===== config.mk =====
export PLATFORM = sky130hd
export DESIGN_NAME = interp_lut_ctrl
export DESIGN_NICKNAME = d
export VERILOG_FILES = /design/src/rtl/interp_lut_ctrl.sv
export SDC_FILE = /design/constraint.sdc
export NUM_CORES = 1
export LEC_CHECK = 0
export ABC_AREA = 1
export BUFFER_PORTS_ARGS = -buffer_cell sky130_fd_sc_hd__buf_2
export CAP_MARGIN = 15
export CELL_PAD_IN_SITES_DETAIL_PLACEMENT = 0
export CELL_PAD_IN_SITES_GLOBAL_PLACEMENT = 1
export CORE_MARGIN = 2
export CORE_UTILIZATION = 49
export CTS_BUF_LIST = sky130_fd_sc_hd__clkbuf_8
export CTS_CLUSTER_SIZE = 10
export DETAILED_ROUTE_END_ITERATION = 12
export PLACE_DENSITY = 0.9
export SLEW_MARGIN = 15
export SYNTH_ARGS = -nofsm -noshare
export SYNTH_HDL_FRONTEND = slang
export SYNTH_SLANG_ARGS = --single-unit

===== constraint.sdc =====
create_clock -name clk -period 5.58 [get_ports clk]
set_input_delay 0.558 -clock clk [delete_from_list [all_inputs] [get_ports clk]]
set_output_delay 0.558 -clock clk [all_outputs]
set_load 0.1 [all_outputs]

===== src/rtl/interp_lut_ctrl.sv =====
// Sequencer between a sample stream and an 8-breakpoint interpolator: double-buffered
// weight banks with a drain-then-swap commit, and a 2-entry result FIFO.
//
// state | meaning
// RUN   | samples accepted, shadow writes and commits accepted
// DRAIN | no new samples; the last in-flight result lands in the FIFO
// SWAP  | shadow bank copied to the active bank, then back to RUN
module interp_lut_ctrl #(
  parameter int X_WIDTH      = 8,
  parameter int WEIGHT_WIDTH = 10
) (
  input  logic                      clk,
  input  logic                      rst,
  input  logic                      cfg_we,
  input  logic [2:0]                cfg_addr,
  input  logic [WEIGHT_WIDTH-1:0]   cfg_wdata,
  input  logic                      cfg_commit,
  output logic                      cfg_ready,
  input  logic                      s_valid,
  output logic                      s_ready,
  input  logic [X_WIDTH-1:0]        s_x,
  output logic                      m_valid,
  input  logic                      m_ready,
  output logic [WEIGHT_WIDTH-1:0]   m_y,
  output logic                      ip_en,
  output logic [X_WIDTH-1:0]        ip_x,
  output logic [8*WEIGHT_WIDTH-1:0] ip_weights,
  input  logic [WEIGHT_WIDTH-1:0]   ip_y,
  output logic [15:0]               res_count
);

  typedef enum logic [1:0] {RUN, DRAIN, SWAP} state_t;

  state_t                  state;
  logic [WEIGHT_WIDTH-1:0] shadow   [8];
  logic [WEIGHT_WIDTH-1:0] active   [8];
  logic [WEIGHT_WIDTH-1:0] fifo_mem [2];
  logic                    inflight;
  logic                    rd_ptr;
  logic                    wr_ptr;
  logic [1:0]              fifo_count;
  logic [1:0]              occupancy;
  logic                    push;
  logic                    pop;

  assign occupancy = fifo_count + {1'b0, inflight};
  assign push      = inflight;
  assign m_valid   = !rst && (fifo_count != 2'd0);
  assign pop       = m_valid && m_ready;
  assign m_y       = fifo_mem[rd_ptr];
  assign cfg_ready = !rst && (state == RUN);
  // A pop at this edge frees a slot, which keeps one accept per cycle with m_ready held high.
  assign s_ready   = cfg_ready && ((occupancy < 2'd2) || pop);
  assign ip_en     = s_valid && s_ready;
  assign ip_x      = s_x;

  for (genvar k = 0; k < 8; k++) begin : g_weights
    assign ip_weights[k*WEIGHT_WIDTH +: WEIGHT_WIDTH] = active[k];
  end

  always_ff @(posedge clk) begin
    if (rst) begin
      state      <= RUN;
      inflight   <= 1'b0;
      fifo_count <= 2'd0;
      rd_ptr     <= 1'b0;
      wr_ptr     <= 1'b0;
      res_count  <= 16'd0;
      for (int k = 0; k < 8; k++) begin
        shadow[k] <= '0;
        active[k] <= '0;
      end
    end else begin
      inflight <= ip_en;
      if (cfg_we && cfg_ready)
        shadow[cfg_addr] <= cfg_wdata;
      if (push) begin
        fifo_mem[wr_ptr] <= ip_y;
        wr_ptr           <= ~wr_ptr;
      end
      if (pop) begin
        rd_ptr    <= ~rd_ptr;
        res_count <= res_count + 16'd1;
      end
      fifo_count <= fifo_count + {1'b0, push} - {1'b0, pop};
      case (state)
        RUN:
          if (cfg_commit && cfg_ready)
            state <= DRAIN;
        // Nothing is accepted in DRAIN, so any pending result is pushed at this edge
        // and inflight is clear from here on; the swap can follow directly.
        DRAIN:
          state <= SWAP;
        SWAP: begin
          for (int k = 0; k < 8; k++)
            active[k] <= shadow[k];
          state <= RUN;
        end
        default:
          state <= RUN;
      endcase
    end
  end

endmodule

---- After elaboration in Yosys (flattened, before gate mapping) ----
Memory sizes are Yosys's and may differ from the RTL's. A register that Yosys moved wholly into a read port is not among the register bits.
Index checks and enable logic that the tools add are counted.
W data, S select, Z words.
storage, ports and cells
  bits in registers ....................... 23
  input port bits ......................... 37
  memories ................................ 3
  output and inout port bits .............. 118
  memory bits (writable) .................. 180
  word-level logic and storage cells ...... 64
cells by class
  reductions and logical operators ........ 12
  mux-type cells .......................... 26
  bitwise operators ....................... 10
  magnitude comparators ................... 1
  $add $sub $neg .......................... 3
  equality and inequality tests ........... 3
memory list
  name      words  bits a word  read ports  clocked after memory_dff  wr ports  line  text
  active    8      10           8           0                         8         36    logic [WEIGHT_WIDTH-1:0] active [8];
  shadow    8      10           8           0                         8         35    logic [WEIGHT_WIDTH-1:0] shadow [8];
  fifo_mem  2      10           1           1                         1         37    logic [WEIGHT_WIDTH-1:0] fifo_mem [2];
operator list
  kind                     number
  $mux W10                 9
  $add A16 B1 Y16 const B  1
  $mux W1                  14
  $reduce_or A10 Y1        1
  $or A1 B1 Y1             8
  $logic_and A1 B1 Y1      7
  $pmux W2 S2              1
  $mux W3                  1
  $add A2 B1 Y2            1
  $eq A2 B1 Y1 const B     1
  $eq A2 B2 Y1 const B     1
  $logic_not A2 Y1         1
  $lt A2 B2 Y1 const B     1
  $mux W2                  1
  $ne A2 B1 Y1 const B     1
  $not A1 Y1               2
  $reduce_bool A2 Y1       1
  $sub A2 B1 Y2            1
  $logic_not A1 Y1         1
  $logic_or A1 B1 Y1       1

---- Longest topological paths before layout ----
  word-level depth ........................ 8
  gate-level depth with buffers ........... 8
  mapped depth without buffers ............ 8

---- Least setup slack after synthesis ----
No wires, ideal clock.
  kind .................................... input to output
  start ................................... input port rst
  end ..................................... output port ip_en
  data arrival time ....................... 4,069 ps
  path slack .............................. 953 ps
  data required time ...................... 5,022 ps
  cell stages on the path ................. 5
  path buffers ............................ 1
  cells stage by stage .................... buf_6 > nor3_4 > inv_1 > a21oi_1 > and2_1
between the ends
  elaborated cells between the ends (all ways) .. 7
  those cells by class .................... 7 x reduce/logical
RTL lines
  element              line  text
  start, declared      13    input logic rst,
  $logic_not A1 Y1     51    assign cfg_ready = !rst && (state == RUN);
  $logic_and A1 B1 Y1  51
  via cfg_ready        18    output logic cfg_ready,
  $logic_and A1 B1 Y1  53    assign s_ready = cfg_ready && ((occupancy < 2'd2) || pop);
  via s_ready          20    output logic s_ready,
  $logic_and A1 B1 Y1  54    assign ip_en = s_valid && s_ready;
  end, declared        25    output logic ip_en,
The timed path passes the listed nets, and every way through them passes these cells.

---- Worst setup path after layout ----
  start ................................... input port rst
  end ..................................... output port ip_en
between the ends
  longest elaborated chain between the ends .. 6
  elaborated cells between the ends (all ways) .. 7
  those cells by class .................... 7 x reduce/logical
RTL lines
  element                  line    text
  $logic_not A1 Y1 (*)     48, 51
  $logic_and A1 B1 Y1      48      assign m_valid = !rst && (fifo_count != 2'd0);
  $logic_and A1 B1 Y1      49      assign pop = m_valid && m_ready;
  $logic_or A1 B1 Y1       53
  $logic_and A1 B1 Y1 (*)  53
  $logic_and A1 B1 Y1 (*)  54
Every way passes the cells marked *; elsewhere a longest branch is shown, timed or not.

==> out/metrics.csv <==
stage,metric,value,unit
run_status,status,finished clean,
global_routing,vias in the first global route,4634,
routing,starting DRC count in detailed routing,441,
sta,period utilisation layout,0.534,
clock_network,htree depth,1,
finish,ant diodes,0,
finish,area added between synthesis and finish,17.0,%
yosys,sequential area share after synthesis,0.740,
clock_network,worst-case clock buffer depth,3,
power,maximum VDD drop,0.191,mV
critical_path,data arrival time of the critical path,2.42,ns
critical_path,Crit Path Category,input port to output pin,
sta,Slew Limit Fails,0,
power,Power Density,362,nW/um^2
finish,"commonest non-fill, non-tap cell in the layout",nor2_1,
clock_network,Worst-Skew Late Latency,0.54,ns
yosys,register bit total from synthesis,204,
clock_network,CTS root buf,clkbuf_8,
routing,Routed wire per std cell,14.9,um
yosys,"Distinct cells, synth",25,
power,Net Sw Frac,0.283,
critical_path,type of origin of the critical path,input port,
routing,via count,4921,
sta,Slew headroom,0.310,
clock_network,clock-pin slew on the worst setup and hold paths,0.06,ns
die,Die Ht,131,um
clock_network,setup bufs post-CTS,0,
die,die width,131,um
critical_path,Crit-path slowest cell,inv_2,
power,sequential power share,0.521,
sta,RSZ-0062 raised after global routing,false,
yosys,Post-Synth Adder-Cell Area,0.00315,
finish,final instance area,9310,um^2
power,Int Pwr,0.00242,W
routing,residual DRC count,0,
sta,Fin Clk Skew,0.0172,ns
sta,final hold vios,0,
die,Initial Utilization,0.501,
clock_network,hold_buf cts,0,
yosys,XOR/XNOR share of the synthesized area,0.00441,
finish,ratio of cells with drive above 1 in the final layout,0.239,
routing,WL final,15.6,mm
die,die area,17300,um^2
critical_path,crit end category,output pin,
placement,Post-DP Area,8730,um^2
sta,setup tns final,0,ns
yosys,main combinational cell family by area after synthesis,simple AND/OR/NAND/NOR gates,
sta,Final min period,2.98,ns
global_routing,grt ovf,0,
finish,highest-count cells in the layout ignoring fill and taps,"nor2_1, edfxtp_1, buf_2",
yosys,Post-Syn Nets,707,
routing,Routed Antenna Nets,0,
clock_network,Post-CTS Resized,0,
yosys,Mapped Cells,668,
die,core area,15900,um^2
yosys,Compound-Gate Fraction of Synth Area,0.0107,
die,row cnt,46,
critical_path,Crit path top cell by count,buf_2,
global_routing,initial antenna violation count,0,
critical_path,WP buf/inv,3,
placement,routability cong.,0.797,
yosys,Netlist Area Pre-Place,7950,um^2
placement,Port Buf Inserts,138,
placement,HPWL Detailed,10.2,mm
finish,fill cell count,1323,
power,reported net switching power,0.000954,W
routing,drt pass-1 iters,5,
critical_path,largest stage delay on the critical path,0.50,ns
sta,Tightest Pin Transition,1.04,ns
finish,nets@finish,851,
global_routing,Global Route Usage Sum,0.178,
clock_network,CTS tree,yes,
job,Max-Cap Viols,0,
yosys,multiplexer share of the synthesized area,0.0142,
power,Pleak,4.05,nW
yosys,yosys warns,0,
hold_path,HP Class,input port to register,
critical_path,crit-path max FO,35,
yosys,synthesized area per cell,11.9,um^2
sta,Setup Viol. Count Final,0,
power,Clock Power Share,0.343,
critical_path,"delay-heaviest family, CP",buffers and inverters,
sta,fmax,0.335,GHz
clock_network,CTS Buf Count,31,
critical_path,CP required,5.02,ns
power,combinational power share,0.136,
die,Ports,155,
global_routing,first-pass GRT wire length,24.2,mm
routing,vias per std cell,4.71,
critical_path,R2R Setup Slk,3.61,ns
clock_network,Sink Count,204,
yosys,Simple-Gate Fraction of Synth Area,0.144,
global_routing,pin count of the biggest net entering global routing,81,
critical_path,CP Cell Sequence,buf_2 -> inv_2 -> nand3_4 -> a21oi_1 -> and2_1 -> buf_2,
cell type report:
cell class / instances / area (um^2) / share of cell area
clock buffer: 33 / 454 / 0.0488
clock inverter: 16 / 119 / 0.0128
inverter: 122 / 458 / 0.0492
multi-input combinational: 313 / 1410 / 0.152
sequential: 204 / 5890 / 0.632
tap: 216 / 270 / 0.0290
timing repair buffer: 140 / 706 / 0.0758
flip-flops by register name, indices dropped and copies added, names as in the netlist, named ones only:
signal / cells
active: 80
fifo_count: 2
fifo_mem: 20
inflight: 1
rd_ptr: 1
res_count: 16
shadow: 80
state: 2
wr_ptr: 1
logic make-up (layout without fill, tap and decap cells):
group	Yosys count	after routing
adders and majority gates	2	2
muxes	10	10
DFF	204	204
AOI/OAI and AO/OA	16	16
buffers and inverters	151	311
and+or+nand+nor	281	281
xor gates and xnor gates	4	4
per-layer routing:
metal	GRT usage	routed length, um	vias to the layer above
li1	-	-	2410
met1	0.232	6370	2326
met2	0.310	7880	160
met3	0.0262	1000	25
met4	0.0531	300	0
met5	0	0	-
synth_stat cells:
master | instances | share of area
nor2_1 | 192 | 0.091
edfxtp_1 | 180 | 0.68
inv_1 | 121 | 0.057
nand2_1 | 61 | 0.029
dfxtp_1 | 24 | 0.060
clkbuf_1 | 11 | 0.0052
nand3_1 | 11 | 0.0069
a21oi_1 | 10 | 0.0063
mux2_2 | 10 | 0.014
buf_6 | 9 | 0.013
buf_4 | 8 | 0.0076
nand4_1 | 5 | 0.0039
o21ai_0 | 4 | 0.0025
xor2_1 | 4 | 0.0044
nor2_2 | 3 | 0.0024
nor3_1 | 3 | 0.0019
and2_1 | 2 | 0.0016
ha_1 | 2 | 0.0031
nor3_4 | 2 | 0.0041
a211oi_1 | 1 | 0.00094
buf_2 | 1 | 0.00063
inv_2 | 1 | 0.00047
nand3_4 | 1 | 0.0022
nor2_4 | 1 | 0.0014
o21bai_1 | 1 | 0.00094
power by group through the flow:
stage                     clock network [W]  logic (W)  registers (W)
final                               0.00116   0.000460        0.00175
after global routing                0.00124   0.000478        0.00176
after detailed placement                  0   0.000462        0.00179
after floorplan                           0   0.000173        0.00202
after CTS                           0.00118   0.000462        0.00176
after global placement                    0   0.000459        0.00179
path summary, 6_finish.rpt:
path,depth (start not counted),to,start
worst max-delay path,6,ip_en,rst
worst max register to register,5,shadow[3][3],state[1]
worst min-delay path,1,fifo_mem[0][0],ip_y[0]
worst min register to register,2,wr_ptr,wr_ptr
metrics by stage:
step                hold WS [ns]  power, W  instances  setup WS, ns  utilization
finish                     0.214   0.00337       1044          2.60        0.586
global route               0.185   0.00348       1044          2.46        0.586
CTS                        0.178   0.00339       1044          2.56        0.586
detailed placement         0.455   0.00225        995          2.57        0.550
global placement           0.449   0.00224        995          2.60        0.550
floorplan                  0.443   0.00219        668         0.953            -
Power figures use the tool's default switching activity.
